## config.mk

```make
export PLATFORM = sky130hd
export DESIGN_NAME = reg_read_hazard_unit
export DESIGN_NICKNAME = d
export VERILOG_FILES = /design/src/rtl/reg_read_hazard_unit_pkg.sv /design/src/rtl/reg_read_hazard_unit_operand_bypass_mux.sv /design/src/rtl/reg_read_hazard_unit.sv
export SDC_FILE = /design/constraint.sdc
export NUM_CORES = 1
export LEC_CHECK = 0
export ABC_AREA = 1
export BUFFER_PORTS_ARGS = -buffer_cell sky130_fd_sc_hd__buf_2
export CORE_MARGIN = 4
export CORE_UTILIZATION = 30
export DETAILED_ROUTE_END_ITERATION = 16
export GPL_ROUTABILITY_DRIVEN = 0
export SYNTH_ARGS = -nofsm -noshare
export SYNTH_HDL_FRONTEND = slang
export SYNTH_SLANG_ARGS = --single-unit
export TNS_END_PERCENT = 5
```

## constraint.sdc

```tcl
create_clock -name clk -period 2.5 [get_ports clk]
set_input_delay 0.125 -clock clk [delete_from_list [all_inputs] [get_ports clk]]
set_output_delay 0.125 -clock clk [all_outputs]
set_load 0.1 [all_outputs]
```

## src/rtl/reg_read_hazard_unit_pkg.sv

```systemverilog
// Shared core constants: register-file geometry, load tracking depth and
// writeback-arbiter source encoding.
package reg_read_hazard_unit_pkg;

  localparam int unsigned CORE_XLEN      = 32;
  localparam int unsigned CORE_NREG      = 32;
  localparam int unsigned CORE_MAX_LOADS = 2;
  localparam int unsigned CORE_REG_AW    = $clog2(CORE_NREG);

  // Writeback arbiter sources; wb_is_mem carries the WbSrcMem encoding.
  localparam int unsigned WB_NUM_SRC = 2;
  typedef enum logic {
    WbSrcAlu = 1'b0,
    WbSrcMem = 1'b1
  } wb_src_e;

endpackage

```

## src/rtl/reg_read_hazard_unit_operand_bypass_mux.sv

```systemverilog
// Per-read-port operand select: x0 reads zero, a same-cycle writeback is
// forwarded, otherwise the raw register-file data passes through.
module operand_bypass_mux
  import reg_read_hazard_unit_pkg::*;
#(
  parameter int unsigned XLEN = CORE_XLEN,
  parameter int unsigned AW   = CORE_REG_AW
) (
  input  logic [AW-1:0]   rs_addr_i,
  input  logic [XLEN-1:0] rf_rdata_i,
  input  logic            wb_enable_i,
  input  logic [AW-1:0]   wb_addr_i,
  input  logic [XLEN-1:0] wb_data_i,
  output logic [XLEN-1:0] rs_data_o
);

  always_comb begin
    if (rs_addr_i == '0) begin
      rs_data_o = '0;
    end else if (wb_enable_i && (wb_addr_i == rs_addr_i)) begin
      rs_data_o = wb_data_i;
    end else begin
      rs_data_o = rf_rdata_i;
    end
  end

endmodule

```

## src/rtl/reg_read_hazard_unit.sv

```systemverilog
// Load scoreboard, outstanding-load counter and decode stall generation,
// with per-port operand bypass.
module reg_read_hazard_unit
  import reg_read_hazard_unit_pkg::*;
#(
  parameter int unsigned XLEN      = CORE_XLEN,
  parameter int unsigned NREG      = CORE_NREG,
  parameter int unsigned MAX_LOADS = CORE_MAX_LOADS,
  localparam int unsigned AW       = $clog2(NREG)
) (
  input  logic            clk,
  input  logic            rst_n,
  input  logic [AW-1:0]   rs1_addr,
  input  logic [AW-1:0]   rs2_addr,
  input  logic            issue_valid,
  input  logic [AW-1:0]   issue_rd,
  input  logic            issue_is_load,
  input  logic            wb_enable,
  input  logic [AW-1:0]   wb_addr,
  input  logic            wb_is_mem,
  input  logic [XLEN-1:0] wb_data,
  input  logic [XLEN-1:0] rf_rdata1,
  input  logic [XLEN-1:0] rf_rdata2,
  output logic [XLEN-1:0] rs1_data,
  output logic [XLEN-1:0] rs2_data,
  output logic            stall,
  output logic [NREG-1:0] pending
);

  localparam int unsigned CW = $clog2(MAX_LOADS + 1);

  logic [NREG-1:0] pending_q, pending_d;
  logic [CW-1:0]   cnt_q, cnt_d;
  logic            wb_mem, clr_hit, set_en;
  logic            rs1_blk, rs2_blk, rd_blk, cap_blk;

  always_comb begin
    wb_mem  = wb_enable & wb_is_mem;
    // A memory writeback only counts as a decrement if it retires a tracked load.
    clr_hit = wb_mem & pending_q[wb_addr];
    rs1_blk = (rs1_addr != '0) & pending_q[rs1_addr] & ~(wb_mem & (wb_addr == rs1_addr));
    rs2_blk = (rs2_addr != '0) & pending_q[rs2_addr] & ~(wb_mem & (wb_addr == rs2_addr));
    rd_blk  = (issue_rd != '0) & pending_q[issue_rd] & ~(wb_mem & (wb_addr == issue_rd));
    cap_blk = issue_is_load & (cnt_q == CW'(MAX_LOADS)) & ~clr_hit;
    stall   = issue_valid & (rs1_blk | rs2_blk | rd_blk | cap_blk);
    set_en  = issue_valid & issue_is_load & ~stall & (issue_rd != '0);
  end

  always_comb begin
    pending_d = pending_q;
    if (clr_hit) pending_d[wb_addr] = 1'b0;
    // Applied after the clear so a same-index set wins.
    if (set_en) pending_d[issue_rd] = 1'b1;
    pending_d[0] = 1'b0;

    cnt_d = cnt_q;
    if (set_en && !clr_hit) begin
      if (cnt_q != CW'(MAX_LOADS)) cnt_d = cnt_q + CW'(1);
    end else if (clr_hit && !set_en) begin
      if (cnt_q != '0) cnt_d = cnt_q - CW'(1);
    end
  end

  always_ff @(posedge clk or negedge rst_n) begin
    if (!rst_n) begin
      pending_q <= '0;
      cnt_q     <= '0;
    end else begin
      pending_q <= pending_d;
      cnt_q     <= cnt_d;
    end
  end

  assign pending = pending_q;

  operand_bypass_mux #(
    .XLEN (XLEN),
    .AW   (AW)
  ) u_bypass_rs1 (
    .rs_addr_i   (rs1_addr),
    .rf_rdata_i  (rf_rdata1),
    .wb_enable_i (wb_enable),
    .wb_addr_i   (wb_addr),
    .wb_data_i   (wb_data),
    .rs_data_o   (rs1_data)
  );

  operand_bypass_mux #(
    .XLEN (XLEN),
    .AW   (AW)
  ) u_bypass_rs2 (
    .rs_addr_i   (rs2_addr),
    .rf_rdata_i  (rf_rdata2),
    .wb_enable_i (wb_enable),
    .wb_addr_i   (wb_addr),
    .wb_data_i   (wb_data),
    .rs_data_o   (rs2_data)
  );

endmodule
```

=== Word level (Yosys, flattened, before mapping) ===
Index checks and enable logic that the tools add are counted.

* Flip-flop bits (word level): 33
* Input bits: 122

* Add/sub/neg operators: 2
* Magnitude comparators: 6
* Equal/unequal tests: 6
* Mux-type cells: 22
* Bitwise operators: 28
* Reduce and logical (&&, ||, !) cells: 17

{| class="wikitable"
|+ Operators with widths
! cell !! count
|-
| 32-bit 2-to-1 mux || 6
|-
| 32-bit bitwise AND || 1
|-
| 32-bit NOT || 1
|-
| 32-bit bitwise OR || 1
|-
| 5-bit by 6-bit < comparator with 1-bit output, second input constant || 4
|-
| 1-bit binary-select mux with 5-bit select || 4
|-
| 1-bit bitwise AND || 17
|-
| 5-bit equality test || 3
|-
| 5-bit nonzero test || 3
|-
| 1-bit demux with 5-bit select || 2
|-
| 5-bit by 1-bit greater-or-equal comparator with 1-bit output, second input constant || 2
|-
| 5-bit logical NOT || 2
|-
| 2-bit 2-to-1 mux || 4
|-
| 1-bit logical AND || 6
|-
| 1-bit 2-to-1 mux || 6
|-
| 2-bit nonzero test || 3
|-
| 1-bit NOT || 5
|-
| 1-bit bitwise OR || 3
|-
| 3-bit AND reduction || 1
|-
| 2-bit by 1-bit adder with 2-bit output, second input constant || 1
|-
| 2-bit equality test, second input constant || 1
|-
| 1-bit logical NOT || 2
|-
| 2-bit by 1-bit inequality test with 1-bit output, second input constant || 1
|-
| 2-bit inequality test, second input constant || 1
|-
| 2-bit by 1-bit subtractor with 2-bit output, second input constant || 1
|}

=== Longest topological paths before layout ===
Gate-level depths: netlist (run 1).

* Depth in word-level cells: 15
* Gate-level depth with buffers: 19

=== Modules after synthesis ===
Synthesis (run 1) repeated with hierarchy kept, for this count alone.

* Cells, all modules: 1037
* Area, all modules: 5253.8 um^2

{| class="wikitable"
|+ By module, submodules not included
! module !! times used !! cells each !! area an instance (um^2) !! seq. area each (um^2)
|-
| reg_read_hazard_unit || 1 || 639 || 3617.2 || 825.8
|-
| operand_bypass_mux || 2 || 199 || 818.3 || 0.0
|}

=== Worst setup path before layout (run 1) ===
No wires, ideal clock.

* Path type: register to output
* From: register pending_q[28], in the netlist pending[28]
* To: output stall
* Data arrival time: 3.169 ns
* Data required time: 2.375 ns
* Slack: -0.794 ns
* Cell stages (with the launch flop): 14
* Cell sequence: dfrtp_1 > inv_1 > o21ai_0 > nand2_1 > nand2_1 > nand2_1 > nand2_1 > nor2_1 > nand2_1 > nand2_1 > nand2_4 > nor2_8 > buf_8 > nor2_1

* Word-level cells in the longest chain between the ends: 8

{| class="wikitable"
|+ Ends and longest elaborated chain
! item !! RTL line !! text
|-
| start, declared || reg_read_hazard_unit.sv:32 || <nowiki>logic [NREG-1:0] pending_q, pending_d;</nowiki>
|-
| start signal, assigned || reg_read_hazard_unit.sv:69 || <nowiki>pending_q <= pending_d;</nowiki>
|-
| 1-bit binary-select mux with 5-bit select (on tied branches) || reg_read_hazard_unit.sv:41, reg_read_hazard_unit.sv:42 ||
|-
| 1-bit 2-to-1 mux (on tied branches) || reg_read_hazard_unit.sv:41, reg_read_hazard_unit.sv:42 ||
|-
| 1-bit bitwise AND (on tied branches) (2 in series) || reg_read_hazard_unit.sv:41, reg_read_hazard_unit.sv:42 ||
|-
| 1-bit bitwise OR (2 in series) || reg_read_hazard_unit.sv:45 || <nowiki>stall = issue_valid & (rs1_blk | rs2_blk | rd_blk | cap_blk);</nowiki>
|-
| 1-bit bitwise OR (*) || reg_read_hazard_unit.sv:45 ||
|-
| 1-bit bitwise AND (*) || reg_read_hazard_unit.sv:45 ||
|-
| end, declared || reg_read_hazard_unit.sv:26 || <nowiki>output logic stall,</nowiki>
|}

Every way passes the cells marked *; elsewhere a longest branch is shown, timed or not. The select of a mux whose other input is x is not followed.

=== Worst setup path in the final report (run 1) ===
* From: register pending_q[25], in the netlist pending[25]
* To: output stall

Same word-level chain as after synthesis.

==> impl_metrics.py, run 1 <==
metrics = {
    "outcome": {
        "status": "finished, final reports clean",
    },
    "drt": {
        "antenna_left": 0,
        "wl_per_cell_um": 17.3,
        "routed_wl_um": 21500,
        "drc": 0,
        "vias_per_cell": 5.15,
        "first_pass_iters": 5,
        "first_iter_violations": 638,
        "via_count": 6406,
    },
    "layout": {
        "finalNetCount": 1183,
        "final_design_area_no_fill_mm2": 0.00699,
        "area_delta_synth_final_pct": 52.9,
        "drive_above_1_share_pct": 29.2,
        "fillers": 1528,
        "multi_input_area_mm2": 0.00322,
        "utilization_pct": 47.4,
        "seqCellArea_um2": 826,
        "diodes": 0,
    },
    "setup_path": {
        "worstPathRequired_ns": 2.38,
        "worst_setup_path_start_kind": "register",
        "cp_data_arrival_time_ns": 2.17,
        "crit_path_end_kind": "output pin",
        "critical_path.max_fanout": 7,
        "r2r_slack_ns": 0.22,
        "rr_endpoint": "cnt_q[1]$_DFFE_PN0P_",
        "r2r_start": "pending[25]$_DFF_PN0_",
        "r2r_cells": 17,
        "critPathKind": "register to output pin",
    },
    "timing": {
        "fin_hold_ws_ns": 0.329,
        "period_minus_slack_ns": 2.30,
        "post-route-period-util_pct": 92.0,
        "worst_slew_pin_slew_ns": 0.793,
        "rsz0062_at_grt": "false",
        "skew_ns": 0.00458,
        "hold_viol_final": 0,
        "drv_slew": 0,
        "setup_viol": 0,
        "max_slew_margin_pct": 47.2,
        "max_freq_mhz": 435,
    },
    "global_route": {
        "grt_pass1_wl_um": 33900,
        "grt.total_usage_pct": 23.8,
        "grt_pass1_vias": 5841,
        "antenna_found_initial": 0,
        "grt-ovfl-total": 0,
        "grt_max_degree": 34,
    },
    "power_and_ir_drop": {
        "p_int_mw": 1.65,
        "p_clk_share_pct": 16.0,
        "leakagePower_nw": 3.68,
        "power_density_mw_per_mm2": 542,
        "seq_power_share_pct": 19.5,
        "swShare_pct": 56.6,
        "ir_worst_vdd_v": 0.000529,
        "power.total_mw": 3.79,
        "switchingPower_mw": 2.14,
        "p_comb_share_pct": 64.5,
    },
    "clocking": {
        "clk-insertion-delay-late_ns": 0.28,
        "cts-buffers-inserted": 5,
        "clkTransAtPathRegs_ns": 0.06,
        "cts_root_buffer": "clkbuf_16",
        "cts_buffer_depth": 2,
        "ctsHtreeMaxLevel": 2,
        "cts_tree": "built",
        "postCtsSetupRepairBufs": 0,
        "clock-sinks": 33,
    },
    "die": {
        "core.rowCount": 44,
        "start_util_pct": 31.0,
        "io_pins": 219,
        "dieWidth_um": 131,
        "die_y_um": 131,
        "dieArea_mm2": 0.0173,
        "core_area_mm2": 0.0148,
    },
    "synth": {
        "synthFlopType": "dfrtp_1",
        "synth-edff-count": 0,
        "yosysWarnings": 0,
        "synth_area_leaders": "nand2_1 32%, dfrtp_1 18%, a21oi_1 8.0%, nand3_1 7.4%, nand3_2 6.3%",
        "netlist_instances": 852,
        "netlist_area_mm2": 0.00457,
        "syn_nets": 975,
        "ys_ff_latch": 33,
        "yosysSeqAreaShare_pct": 18.1,
        "synth_cell_types": 32,
        "synth_area_per_cell_um2": 5.37,
        "yosysTopAreaCell": "nand2_1",
        "synth_top_cell_area_share_pct": 31.7,
        "synthArstFlopShare_pct": 100,
    },
    "flow_run": {
        "cap_violations": 0,
    },
    "place": {
        "place_area_mm2": 0.00685,
        "numPortBuffers": 217,
        "dp_hpwl_um": 16900,
    },
    "hold_path": {
        "hold_path_class": "input pin to register",
        "min_to": "pending[11]$_DFF_PN0_",
        "hold_path_depth": 5,
        "worstHoldStart": "issue_is_load",
    },
}
-- stage by stage --
step	setup WS (ns)	setup TNS, ns	instances
6_report	0.201	0	1245
5_1_grt	0.0159	0	1245
4_1_cts	0.212	0	1245
3_5_place_dp	0.0991	0	1236
3_3_place_gp	0.131	0	1236
2_1_floorplan	-0.356	-20.61	852
-- synth_stat cells (2+ instances only) --
cell type  number
nand2_1       386
buf_8           3
nor3_2          5
inv_1          63
o21ai_0        41
buf_6           2
nand2_2         4
clkbuf_1       14
o22ai_1         4
xor2_1          4
buf_2          22
nand2_4         2
nand3_1        68
nand3_2        29
o211ai_1        2
inv_2           7
dfrtp_1        33
nor3_1         14
a21oi_1        73
buf_4           6
nor2_1         59
-- power by group through the flow --
stage	Sequential, mW	Combinational (mW)	Clock, mW
after CTS	0.735	2.44	0.609
after global routing	0.749	2.56	0.636
after detailed placement	0.744	2.43	0
after floorplan	1.21	1.20	0
after global placement	0.745	2.42	0
final	0.738	2.44	0.607
-- cells in the final DEF (no fill, tap or decap), types with 2 or more instances in the layout --
master / n
nor3_2: 7
nand2_1: 386
o22ai_1: 4
a21oi_1: 71
nand3_1: 68
xor2_1: 4
nand3_2: 29
buf_12: 66
clkbuf_16: 5
buf_2: 153
o211ai_1: 2
nor2_1: 58
a21oi_2: 2
clkbuf_1: 3
nor2_2: 2
inv_2: 8
dfrtp_1: 33
nand2_2: 4
inv_1: 62
nand2_4: 2
buf_4: 28
nor3_1: 12
o21ai_0: 41
-- worst max-delay path by stage --
stage	slack, ns	to	from
floorplan	-0.36	rs1_data[11]	wb_addr[1]
global placement	0.13	cnt_q[1]$_DFFE_PN0P_	wb_addr[3]
detailed placement	0.1	cnt_q[1]$_DFFE_PN0P_	issue_rd[0]
CTS	0.21	rs1_data[26]	rs1_addr[0]
global route	0.02	cnt_q[1]$_DFFE_PN0P_	pending[27]$_DFF_PN0_
finish	0.20	stall	pending[25]$_DFF_PN0_
-- metal layers --
metal | wire length [um] | global-route usage, % | up-vias | share of wire, %
li1 | - | - | 3117 | -
met1 | 8750 | 31.5 | 2897 | 41
met2 | 10400 | 40.4 | 349 | 48
met3 | 1760 | 3.44 | 43 | 8.2
met4 | 605 | 7.00 | 0 | 2.8
met5 | 0 | 0 | - | 0
-- kinds of logic after synthesis --
kind of cell | count (synthesis) | share of synthesized area [%]
xor+xnor | 5 | 0.957
other cells | 1 | 0.0820
fa+ha+maj | 1 | 0.273
compound gates | 121 | 13.5
buf+inv | 119 | 12.0
flops | 33 | 18.1
simple gates | 572 | 55.1
-- what timing repair did --
action | in CTS | in global routing
setup endpoints to repair | 0 | 1
endpoints found under the hold margin | 33 | 0
resized for setup | 0 | 1
hold buffers | 1 | 0
-- flip-flops by register name, summed over array words and instances, names as in the netlist --
| signal | flops |
|---|---|
| cnt_q | 2 |
| pending | 31 |
-- final cells by class --
class                           instances  area share (%)
Timing Repair Buffer                  248            33.0
Multi-Input combinational cell        700            46.0
Inverter                               72            3.92
Sequential cell                        33            11.8
Tap cell                              184            3.29
Clock buffer                            8            1.95
-- worst max-delay path, stage by stage, from the launching register on --
cell and delay [ns]:
dfrtp_1 0.46, nand2_1 0.10, nand2_1 0.05, nand2_1 0.05, nand2_1 0.06, nand2_1 0.06
nand2_1 0.10, nor2_1 0.14, nand2_2 0.07, nand2_4 0.09, nand2_2 0.07, nand2_4 0.09
nor2_8 0.05, nor2_2 0.07, buf_2 0.42
(Power assumes the default switching activity.)
==> run 2, diff against run 1 <==
Settings changed: CORE_ASPECT_RATIO from default to 1.4.
==> run 2 against run 1 <==
  * Fmax is 0.73% higher
  * Clock skew up 0.0022 ns
  * Register-to-register slack improved by 0.05 ns
  * Via count grew 2.1%
  * Worst setup slack better by 0.017 ns
  * First-iteration DRC count decreased by 15%
  * Critical path depth shrank 2
  * Clock power is 2% lower
  * Global-route usage up 1.4 points
  * Worst hold slack gained 0.067 ns
  * Highest routed layer is now met5
==> impl_metrics.py, run 2 (synthesized netlist as in run 1, its figures left out) <==
metrics = {
    "clocking": {
        "cts-buffers-inserted": 5,
        "cts_tree": "built",
        "postCtsSetupRepairBufs": 0,
        "clock-sinks": 33,
        "ctsHtreeMaxLevel": 2,
        "cts_buffer_depth": 2,
        "clk-insertion-delay-late_ns": 0.29,
        "clkTransAtPathRegs_ns": 0.05,
        "cts_root_buffer": "clkbuf_16",
    },
    "timing": {
        "hold_viol_final": 0,
        "period_minus_slack_ns": 2.28,
        "finalSetupTns_ns": 0,
        "setup_viol": 0,
        "max_slew_margin_pct": 46.6,
        "skew_ns": 0.00678,
        "rsz0062_at_grt": "false",
        "post-route-period-util_pct": 91.3,
        "drv_slew": 0,
        "worst_slew_pin_slew_ns": 0.801,
        "max_freq_mhz": 438,
    },
    "place": {
        "dp_hpwl_um": 18300,
        "place_area_mm2": 0.00690,
        "placed_cells": 1249,
        "numPortBuffers": 217,
    },
    "global_route": {
        "grt_pass1_vias": 6276,
        "met1_usage_pct": 29.1,
        "grt_pass1_wl_um": 34900,
        "grt-busiest-layer": "met2",
        "antenna_found_initial": 7,
        "grt.total_usage_pct": 25.3,
        "use_met2_pct": 43.9,
        "grt-ovfl-total": 0,
        "grt.met3_usage_pct": 6.22,
        "grt_max_degree": 34,
    },
    "drt": {
        "drc": 0,
        "vias_per_cell": 5.18,
        "via_count": 6541,
        "routed_wl_um": 22700,
        "first_iter_violations": 541,
        "first_pass_iters": 6,
        "wl_per_cell_um": 18.0,
        "antenna_left": 0,
    },
    "outcome": {
        "status": "finished, final reports clean",
    },
    "setup_path": {
        "rr_endpoint": "cnt_q[1]$_DFFE_PN0P_",
        "crit_path_end_kind": "output pin",
        "r2r_cells": 17,
        "critical_path.max_fanout": 32,
        "r2r_slack_ns": 0.27,
        "cp_data_arrival_time_ns": 2.16,
        "r2r_start": "pending[20]$_DFF_PN0_",
        "critPathKind": "input pin to output pin",
        "worstPathRequired_ns": 2.38,
        "worst_setup_path_start_kind": "input pin",
    },
    "die": {
        "die_y_um": 154,
        "io_pins": 219,
        "core.rowCount": 53,
        "dieWidth_um": 112,
        "core_area_mm2": 0.0150,
        "start_util_pct": 30.5,
        "dieArea_mm2": 0.0173,
    },
    "power_and_ir_drop": {
        "power_density_mw_per_mm2": 537,
        "power.total_mw": 3.80,
        "leakagePower_nw": 3.71,
        "ir_worst_vdd_v": 0.000550,
    },
    "layout": {
        "final_design_area_no_fill_mm2": 0.00706,
        "drive_above_1_share_pct": 30.0,
        "utilization_pct": 47.1,
        "fin_cells": 1262,
        "final_common_cell": "nand2_1",
        "layout_common_cells": "386 x nand2_1, 152 x buf_2, 71 x a21oi_1",
        "largest_reg_flops": 31,
        "finalNetCount": 1188,
        "area_delta_synth_final_pct": 54.4,
    },
    "flow_run": {
        "cap_violations": 0,
    },
    "hold_path": {
        "min_to": "pending[26]$_DFF_PN0_",
        "worstHoldStart": "issue_rd[2]",
        "hold_path_class": "input pin to register",
        "hold_path_depth": 6,
    },
}
-- run 2: changes by cell type in the layout (fill, tap and decap cells not counted), sizes merged --
| cell | delta |
|---|---|
| clkbuf | -2 |
| diode | +4 |
| buf | +5 |
| clkinv | +2 |
-- run 2: worst max path at each step --
| stage | startpoint | to | slack (ns) |
|---|---|---|---|
| 3_3_place_gp | issue_rd[0] | cnt_q[1]$_DFFE_PN0P_ | 0.11 |
| 5_1_grt | rs2_addr[0] | rs2_data[23] | 0.003 |
| 3_5_place_dp | issue_rd[0] | cnt_q[1]$_DFFE_PN0P_ | 0.05 |
| 2_1_floorplan | wb_addr[1] | rs1_data[11] | -0.36 |
| 4_1_cts | pending[3]$_DFF_PN0_ | cnt_q[1]$_DFFE_PN0P_ | 0.19 |
| 6_report | rs2_addr[0] | rs2_data[4] | 0.22 |
-- run 2: area by class of cell --
class                      instances  area (um^2)
tap                              192          240
timing repair buffer             253         2350
multi-input combinational        700         3220
sequential                        33          830
antenna                            4         10.0
fill                            1582         7920
clock inverter                     2         10.0
clock buffer                       6          129
inverter                          72          274
-- run 2: per-layer routing --
metal  wire, um  up-vias
li1           -     3128
met1       8240     2951
met2      11100      383
met3       2330       71
met4        972        8
met5         57        -
-- run 2: timing repair --
action / CTS / global route
resized for setup: 0 / 5
endpoints found under the setup margin: 0 / 1
hold buffers: 1 / 0
hold endpoints to repair: 33 / 0
-- run 2: power breakdown --
| part | total (mW) | internal (mW) | switching, mW |
|---|---|---|---|
| logic | 2.46 | 0.669 | 1.79 |
| clock network | 0.593 | 0.365 | 0.228 |
| registers | 0.740 | 0.620 | 0.120 |
| total | 3.80 | 1.65 | 2.14 |
-- run 2: through the flow --
step / hold slack, ns / worst slack, ns
floorplan: -0.171 / -0.356
global placement: 0.246 / 0.112
detailed placement: 0.244 / 0.0500
CTS: 0.393 / 0.186
global route: 0.442 / 0.00302
finish: 0.396 / 0.217
-- run 2: critical path: stages --
cell	delay (ns)
buf_2	0.18
inv_2	0.24
nand2_1	0.08
nand2_1	0.06
nor2_1	0.04
nand3b_1	0.10
inv_1	0.05
nand2_1	0.07
buf_4	0.35
nand2_1	0.10
a21oi_1	0.48
buf_12	0.25
